==> src/rtl/rv_pkg.sv <==
// Shared definitions for the core control path: opcode encodings and the
// hazard controller state type.
package rv_pkg;

   localparam logic [6:0] OP_R     = 7'b0110011;
   localparam logic [6:0] OP_I     = 7'b0010011;
   localparam logic [6:0] OP_LOAD  = 7'b0000011;
   localparam logic [6:0] OP_S     = 7'b0100011;
   localparam logic [6:0] OP_B     = 7'b1100011;
   localparam logic [6:0] OP_JAL   = 7'b1101111;
   localparam logic [6:0] OP_JALR  = 7'b1100111;
   localparam logic [6:0] OP_LUI   = 7'b0110111;
   localparam logic [6:0] OP_AUIPC = 7'b0010111;

   typedef enum logic [1:0] {
      RUN  = 2'd0,
      WAIT = 2'd1,
      HALT = 2'd2
   } hz_state_e;

endpackage

==> src/rtl/hazard_ctrl_op_class.sv <==
// Opcode classifier: which register fields an instruction reads and writes,
// and whether it is a load. Pure decode, no validity or rd==x0 qualification.
module op_class
   import rv_pkg::*;
(
   input  logic [6:0] opcode_i,
   output logic       uses_rs1_o,
   output logic       uses_rs2_o,
   output logic       writes_rd_o,
   output logic       is_load_o
);

   // Decode opcode into operand usage classes
   always_comb begin
      uses_rs1_o  = 1'b1;
      uses_rs2_o  = 1'b0;
      writes_rd_o = 1'b0;
      is_load_o   = 1'b0;
      case (opcode_i)
         OP_R: begin
            uses_rs2_o  = 1'b1;
            writes_rd_o = 1'b1;
         end
         OP_I:     writes_rd_o = 1'b1;
         OP_LOAD: begin
            writes_rd_o = 1'b1;
            is_load_o   = 1'b1;
         end
         OP_S:     uses_rs2_o  = 1'b1;
         OP_B:     uses_rs2_o  = 1'b1;
         OP_JAL: begin
            uses_rs1_o  = 1'b0;
            writes_rd_o = 1'b1;
         end
         OP_JALR:  writes_rd_o = 1'b1;
         OP_LUI: begin
            uses_rs1_o  = 1'b0;
            writes_rd_o = 1'b1;
         end
         OP_AUIPC: begin
            uses_rs1_o  = 1'b0;
            writes_rd_o = 1'b1;
         end
         default: ;
      endcase
   end

endmodule

==> src/rtl/hazard_ctrl.sv <==
// Hazard controller for the three-stage core. Tracks the instruction in
// MEM/WB, forwards its result to DE operands, stalls on outstanding loads,
// steers the PC on taken branches and halts when a load never returns.
module hazard_ctrl
   import rv_pkg::*;
#(
   parameter int MAX_WAIT = 16,
   parameter int CNT_W    = 32
)
(
   input  logic             clk,
   input  logic             rst,
   input  logic             de_valid,
   input  logic [6:0]       de_opcode,
   input  logic [4:0]       de_rd,
   input  logic [4:0]       de_rs1,
   input  logic [4:0]       de_rs2,
   input  logic             br_taken,
   input  logic             dmem_valid,
   output logic             stall_if,
   output logic             stall_de,
   output logic             flush_if,
   output logic             pc_sel,
   output logic             fwd_a,
   output logic             fwd_b,
   output logic             halted,
   output logic [CNT_W-1:0] stall_cnt
);

   localparam logic [7:0] WAIT_LAST = 8'(MAX_WAIT - 1);

   function automatic logic [CNT_W-1:0] sat_inc(input logic [CNT_W-1:0] v);
      if (&v) return v;
      return v + {{(CNT_W-1){1'b0}}, 1'b1};
   endfunction

   logic            cls_rs1, cls_rs2, cls_wr, cls_load;
   logic            uses_rs1, uses_rs2, writes_rd;
   logic            m_valid_q, m_valid_d;
   logic            m_wr_q, m_wr_d;
   logic            m_load_q, m_load_d;
   logic [4:0]      m_rd_q, m_rd_d;
   hz_state_e       state_q, state_d;
   logic [7:0]      wait_cnt_q, wait_cnt_d;
   logic [CNT_W-1:0] stall_cnt_q, stall_cnt_d;
   logic            in_halt, load_wait, stall, hit_a, hit_b;

   op_class u_op_class (
      .opcode_i    (de_opcode),
      .uses_rs1_o  (cls_rs1),
      .uses_rs2_o  (cls_rs2),
      .writes_rd_o (cls_wr),
      .is_load_o   (cls_load)
   );

   // DE-side usage; an rd of x0 never counts as a write, so x0 can't forward
   assign uses_rs1  = de_valid & cls_rs1;
   assign uses_rs2  = de_valid & cls_rs2;
   assign writes_rd = cls_wr & (de_rd != 5'd0);

   // A load completing this very cycle releases the pipeline immediately
   assign in_halt   = (state_q == HALT);
   assign load_wait = m_valid_q & m_load_q & ~dmem_valid;
   assign stall     = load_wait | in_halt;

   assign hit_a = uses_rs1 & m_valid_q & m_wr_q & (m_rd_q == de_rs1);
   assign hit_b = uses_rs2 & m_valid_q & m_wr_q & (m_rd_q == de_rs2);

   assign stall_if  = stall;
   assign stall_de  = stall;
   assign fwd_a     = hit_a & ~in_halt;
   assign fwd_b     = hit_b & ~in_halt;
   // Branches seen while stalled stay in DE and resolve once released
   assign pc_sel    = br_taken & de_valid & ~stall;
   assign flush_if  = pc_sel;
   assign halted    = in_halt;
   assign stall_cnt = stall_cnt_q;

   // MEM/WB tracking: advance, hold for our own load, or take a bubble
   always_comb begin
      m_valid_d = m_valid_q;
      m_wr_d    = m_wr_q;
      m_load_d  = m_load_q;
      m_rd_d    = m_rd_q;
      if (!stall) begin
         m_valid_d = de_valid;
         m_wr_d    = writes_rd;
         m_load_d  = (de_opcode == OP_LOAD);
         m_rd_d    = de_rd;
      end else if (!load_wait) begin
         m_valid_d = 1'b0;
      end
   end

   // Load-wait FSM with timeout into a terminal halt
   always_comb begin
      state_d    = state_q;
      wait_cnt_d = wait_cnt_q;
      case (state_q)
         RUN: begin
            wait_cnt_d = 8'd0;
            if (load_wait) state_d = WAIT;
         end
         WAIT: begin
            if (dmem_valid) begin
               state_d    = RUN;
               wait_cnt_d = 8'd0;
            end else if (wait_cnt_q == WAIT_LAST) begin
               state_d = HALT;
            end else begin
               wait_cnt_d = wait_cnt_q + 8'd1;
            end
         end
         HALT:    state_d = HALT;
         default: state_d = RUN;
      endcase
   end

   // Stall performance counter, saturating
   always_comb begin
      stall_cnt_d = stall_cnt_q;
      if (stall) stall_cnt_d = sat_inc(stall_cnt_q);
   end

   // Control state registers
   always_ff @(posedge clk or posedge rst) begin
      if (rst) begin
         state_q     <= RUN;
         m_valid_q   <= 1'b0;
         m_wr_q      <= 1'b0;
         m_load_q    <= 1'b0;
         wait_cnt_q  <= 8'd0;
         stall_cnt_q <= '0;
      end else begin
         state_q     <= state_d;
         m_valid_q   <= m_valid_d;
         m_wr_q      <= m_wr_d;
         m_load_q    <= m_load_d;
         wait_cnt_q  <= wait_cnt_d;
         stall_cnt_q <= stall_cnt_d;
      end
   end

   // MEM/WB destination register number; only meaningful with m_valid_q
   always_ff @(posedge clk) begin
      m_rd_q <= m_rd_d;
   end

endmodule

==> config.mk <==
export PLATFORM = sky130hd
export DESIGN_NAME = hazard_ctrl
export DESIGN_NICKNAME = d
export VERILOG_FILES = /design/src/rtl/rv_pkg.sv /design/src/rtl/hazard_ctrl_op_class.sv /design/src/rtl/hazard_ctrl.sv
export SDC_FILE = /design/constraint.sdc
export NUM_CORES = 1
export LEC_CHECK = 0
export BUFFER_PORTS_ARGS = -buffer_cell sky130_fd_sc_hd__buf_2
export CAP_MARGIN = 0
export CORE_ASPECT_RATIO = 0.7
export CORE_UTILIZATION = 25
export CTS_BUF_LIST = sky130_fd_sc_hd__clkbuf_8 sky130_fd_sc_hd__clkbuf_16
export DETAILED_ROUTE_END_ITERATION = 6
export REMOVE_ABC_BUFFERS = 1
export SYNTH_ARGS = -nofsm -noshare
export SYNTH_HDL_FRONTEND = slang
export SYNTH_SLANG_ARGS = --single-unit
==> constraint.sdc <==
create_clock -name clk -period 2.5 [get_ports clk]
set_input_delay 0.5 -clock clk [delete_from_list [all_inputs] [get_ports clk]]
set_output_delay 0.5 -clock clk [all_outputs]
set_load 0.01 [all_outputs]
==> out/metrics.csv <==
metric;value;unit
outcome;complete, no violations;
clock.fmax;443.9;MHz
area_delta_synth_final;23.67;%
power_density;565.9;nW/um^2
core-area;10400;um^2
cap_violations;0;
yosysWarnings;0;
slew_viol_final;0;
crit_type;reg2out;
clock_skew;0.005136;ns
worstHoldPathType;in2async;
vias;2298;
cp_num_cells;6;
ant_nets;0;
cts_setup_buffers;0;
die_h;88.63;um
rsz0062_at_grt;false;
critPathCaptureType;output port;
ys_seq_area_frac;0.4762;
synth_top_cell_by_area;dfrtp_1;
finalHoldViolCount;0;
hold_buffers;0;
grt_max_degree;25;
grt_pass1_vias;2194;
critPathLaunchType;flop;
synthesis.area;2680;um^2
fin_util;0.3188;
grt_pass1_wl;10730;um
wirelength;6549;um
initial_core_util;0.2578;
yosysMostFrequentCell;dfrtp_1;
synth_top_cell_area_share;0.4202;
max-slew-margin-rel;0.4441;
cp.required;2.00;ns
tns;0;ns
synth.distinct_cells;52;
cts_resized;0;
dpl.hpwl;5054;um
path_delay_family;simple AND/OR/NAND/NOR gates;
r2r_cells;5;
slowest_delay;0.39;ns
crit_fanout;4;
p_total;1.876;mW
cts.sinks;50;
synth_common_cells;dfrtp_1 (45), nand2_1 (27), nor2_1 (21), xor2_1 (21), xnor2_1 (16);
cts_root_buf;clkbuf_16;
htree_levels;2;
cp.arrival;1.75;ns
clock_latency;0.28;ns
drtPass1Iterations;5;
period_share;0.9011;
ys_ff_latch;50;
wl_per_cell;13.90;um
async_flop_share;0.9000;
min_period;2.253;ns
ir_worst_vdd;0.2399;mV
cp.buffers_inverters;1;
cts_tree;yes;
die_area;11140;um^2
antenna_cells;0;
die_x;125.8;um
num_rows;31;
initialDrtViolationCount;137;
drive_above_1_share;0.2684;
cts_buffers;5;
overflow;0;
worst_slew_pin_slew;0.8287;ns
setup_viol;0;
worstPathCellList;nand2b_4, nand4_1, nor4_1, nand3_1, a41oi_1, buf_2;
fin_nets;367;
port_buffers;65;
num_io_pins;66;
avgViaCountPerCell;4.879;
p_leak;1.593;nW
finalWeightedCongestion;0.7977;
route.detailed.drc;0;
syn_avg_cell_area;10.04;um^2
ys.flop_type;dfrtp_1;
ys_top_cells_by_area;dfrtp_1 (42%), xor2_1 (6.9%), edfxtp_1 (5.6%), xnor2_1 (5.2%), nand2_1 (3.8%);
cts.clk_slew.worst_paths;0.06;ns
grt_antenna_before_repair;0;
crit_slowest_cell;dfrtp_1;
postSynthCellCount;267;
synth_edf_count;5;
clockBufferDepth;2;
track_usage;0.1212;
registers in the layout, summed over array words and instances, names as in the netlist:
name        cells
stall_cnt      32
m_load_q        1
state_q         2
m_wr_q          1
m_rd_q          5
m_valid_q       1
wait_cnt_q      8
power by group:
group	internal, mW	switching [mW]	total [mW]
Sequential	0.883	0.0829	0.966
Clock	0.360	0.275	0.635
Combinational	0.129	0.146	0.275
Total	1.37	0.503	1.88
final timing paths:
check,startpoint,slack [ns],to
worst max-delay path,state_q[0],0.25,fwd_a
worst min-delay path,rst,0.27,wait_cnt_q[2]
worst max register to register,stall_cnt[0],0.44,stall_cnt[1]
worst min register to register,m_wr_q,0.47,m_wr_q
max in group asynchronous,rst,1.69,stall_cnt[20]
min in group clk,de_rd[1],0.40,m_rd_q[1]
cell type report:
cell class | count | area, um^2
Inverter | 7 | 28.78
Fill cell | 1088 | 7081
Clock buffer | 5 | 125.1
Clock inverter | 3 | 11.26
Sequential cell | 50 | 1276
Tap cell | 132 | 165.2
Multi-Input combinational cell | 203 | 1325
Timing Repair Buffer | 71 | 382.9
placed cells by master, fill, tap and decap left out, types with 3 or more instances in the layout:
| master | netlist | layout |
|---|---|---|
| o21bai_1 | 3 | 3 |
| nand2_1 | 27 | 27 |
| o31ai_1 | 3 | 3 |
| nand4_1 | 13 | 13 |
| clkbuf_16 | 0 | 5 |
| nor4_1 | 6 | 6 |
| nor3_1 | 12 | 12 |
| edfxtp_1 | 5 | 5 |
| dfrtp_1 | 45 | 45 |
| inv_1 | 5 | 7 |
| xnor2_1 | 16 | 16 |
| buf_2 | 1 | 65 |
| mux2_2 | 4 | 4 |
| and4_1 | 4 | 4 |
| and3_1 | 5 | 5 |
| or3_1 | 3 | 3 |
| nand3_1 | 15 | 15 |
| or2_2 | 3 | 3 |
| nor2_1 | 21 | 21 |
| o21ai_0 | 10 | 10 |
| a31oi_1 | 3 | 3 |
| buf_4 | 4 | 5 |
| xor2_1 | 21 | 21 |
stage by stage:
step / cells / setup slack, ns / instance area [um^2] / hold WS [ns]
after global routing: 471 / 0.1038 / 3314 / 0.3278
after detailed placement: 463 / 0.2261 / 3178 / 0.4681
final: 471 / 0.2473 / 3314 / 0.2704
after global placement: 463 / 0.2858 / 3178 / 0.4557
after floorplan: 260 / 0.1596 / 2630 / 0.4429
after CTS: 471 / 0.2232 / 3314 / 0.2965
layer usage:
layer / routed length [um] / track usage
met1: 3267 / 0.1699
met2: 2795 / 0.1919
met3: 444 / 0.02781
met4: 42 / 0.02629
met5: 0 / 0
cells by family after synthesis:
group	count (synthesis)	share of synthesized area
AOI/OAI and AO/OA	33	0.08451
xor gates and xnor gates	37	0.1209
adders and majority gates	2	0.009336
buffers and inverters	14	0.02941
DFF	50	0.4762
muxes	5	0.02054
and+or+nand+nor	126	0.2591
(Power assumes the default switching activity.)
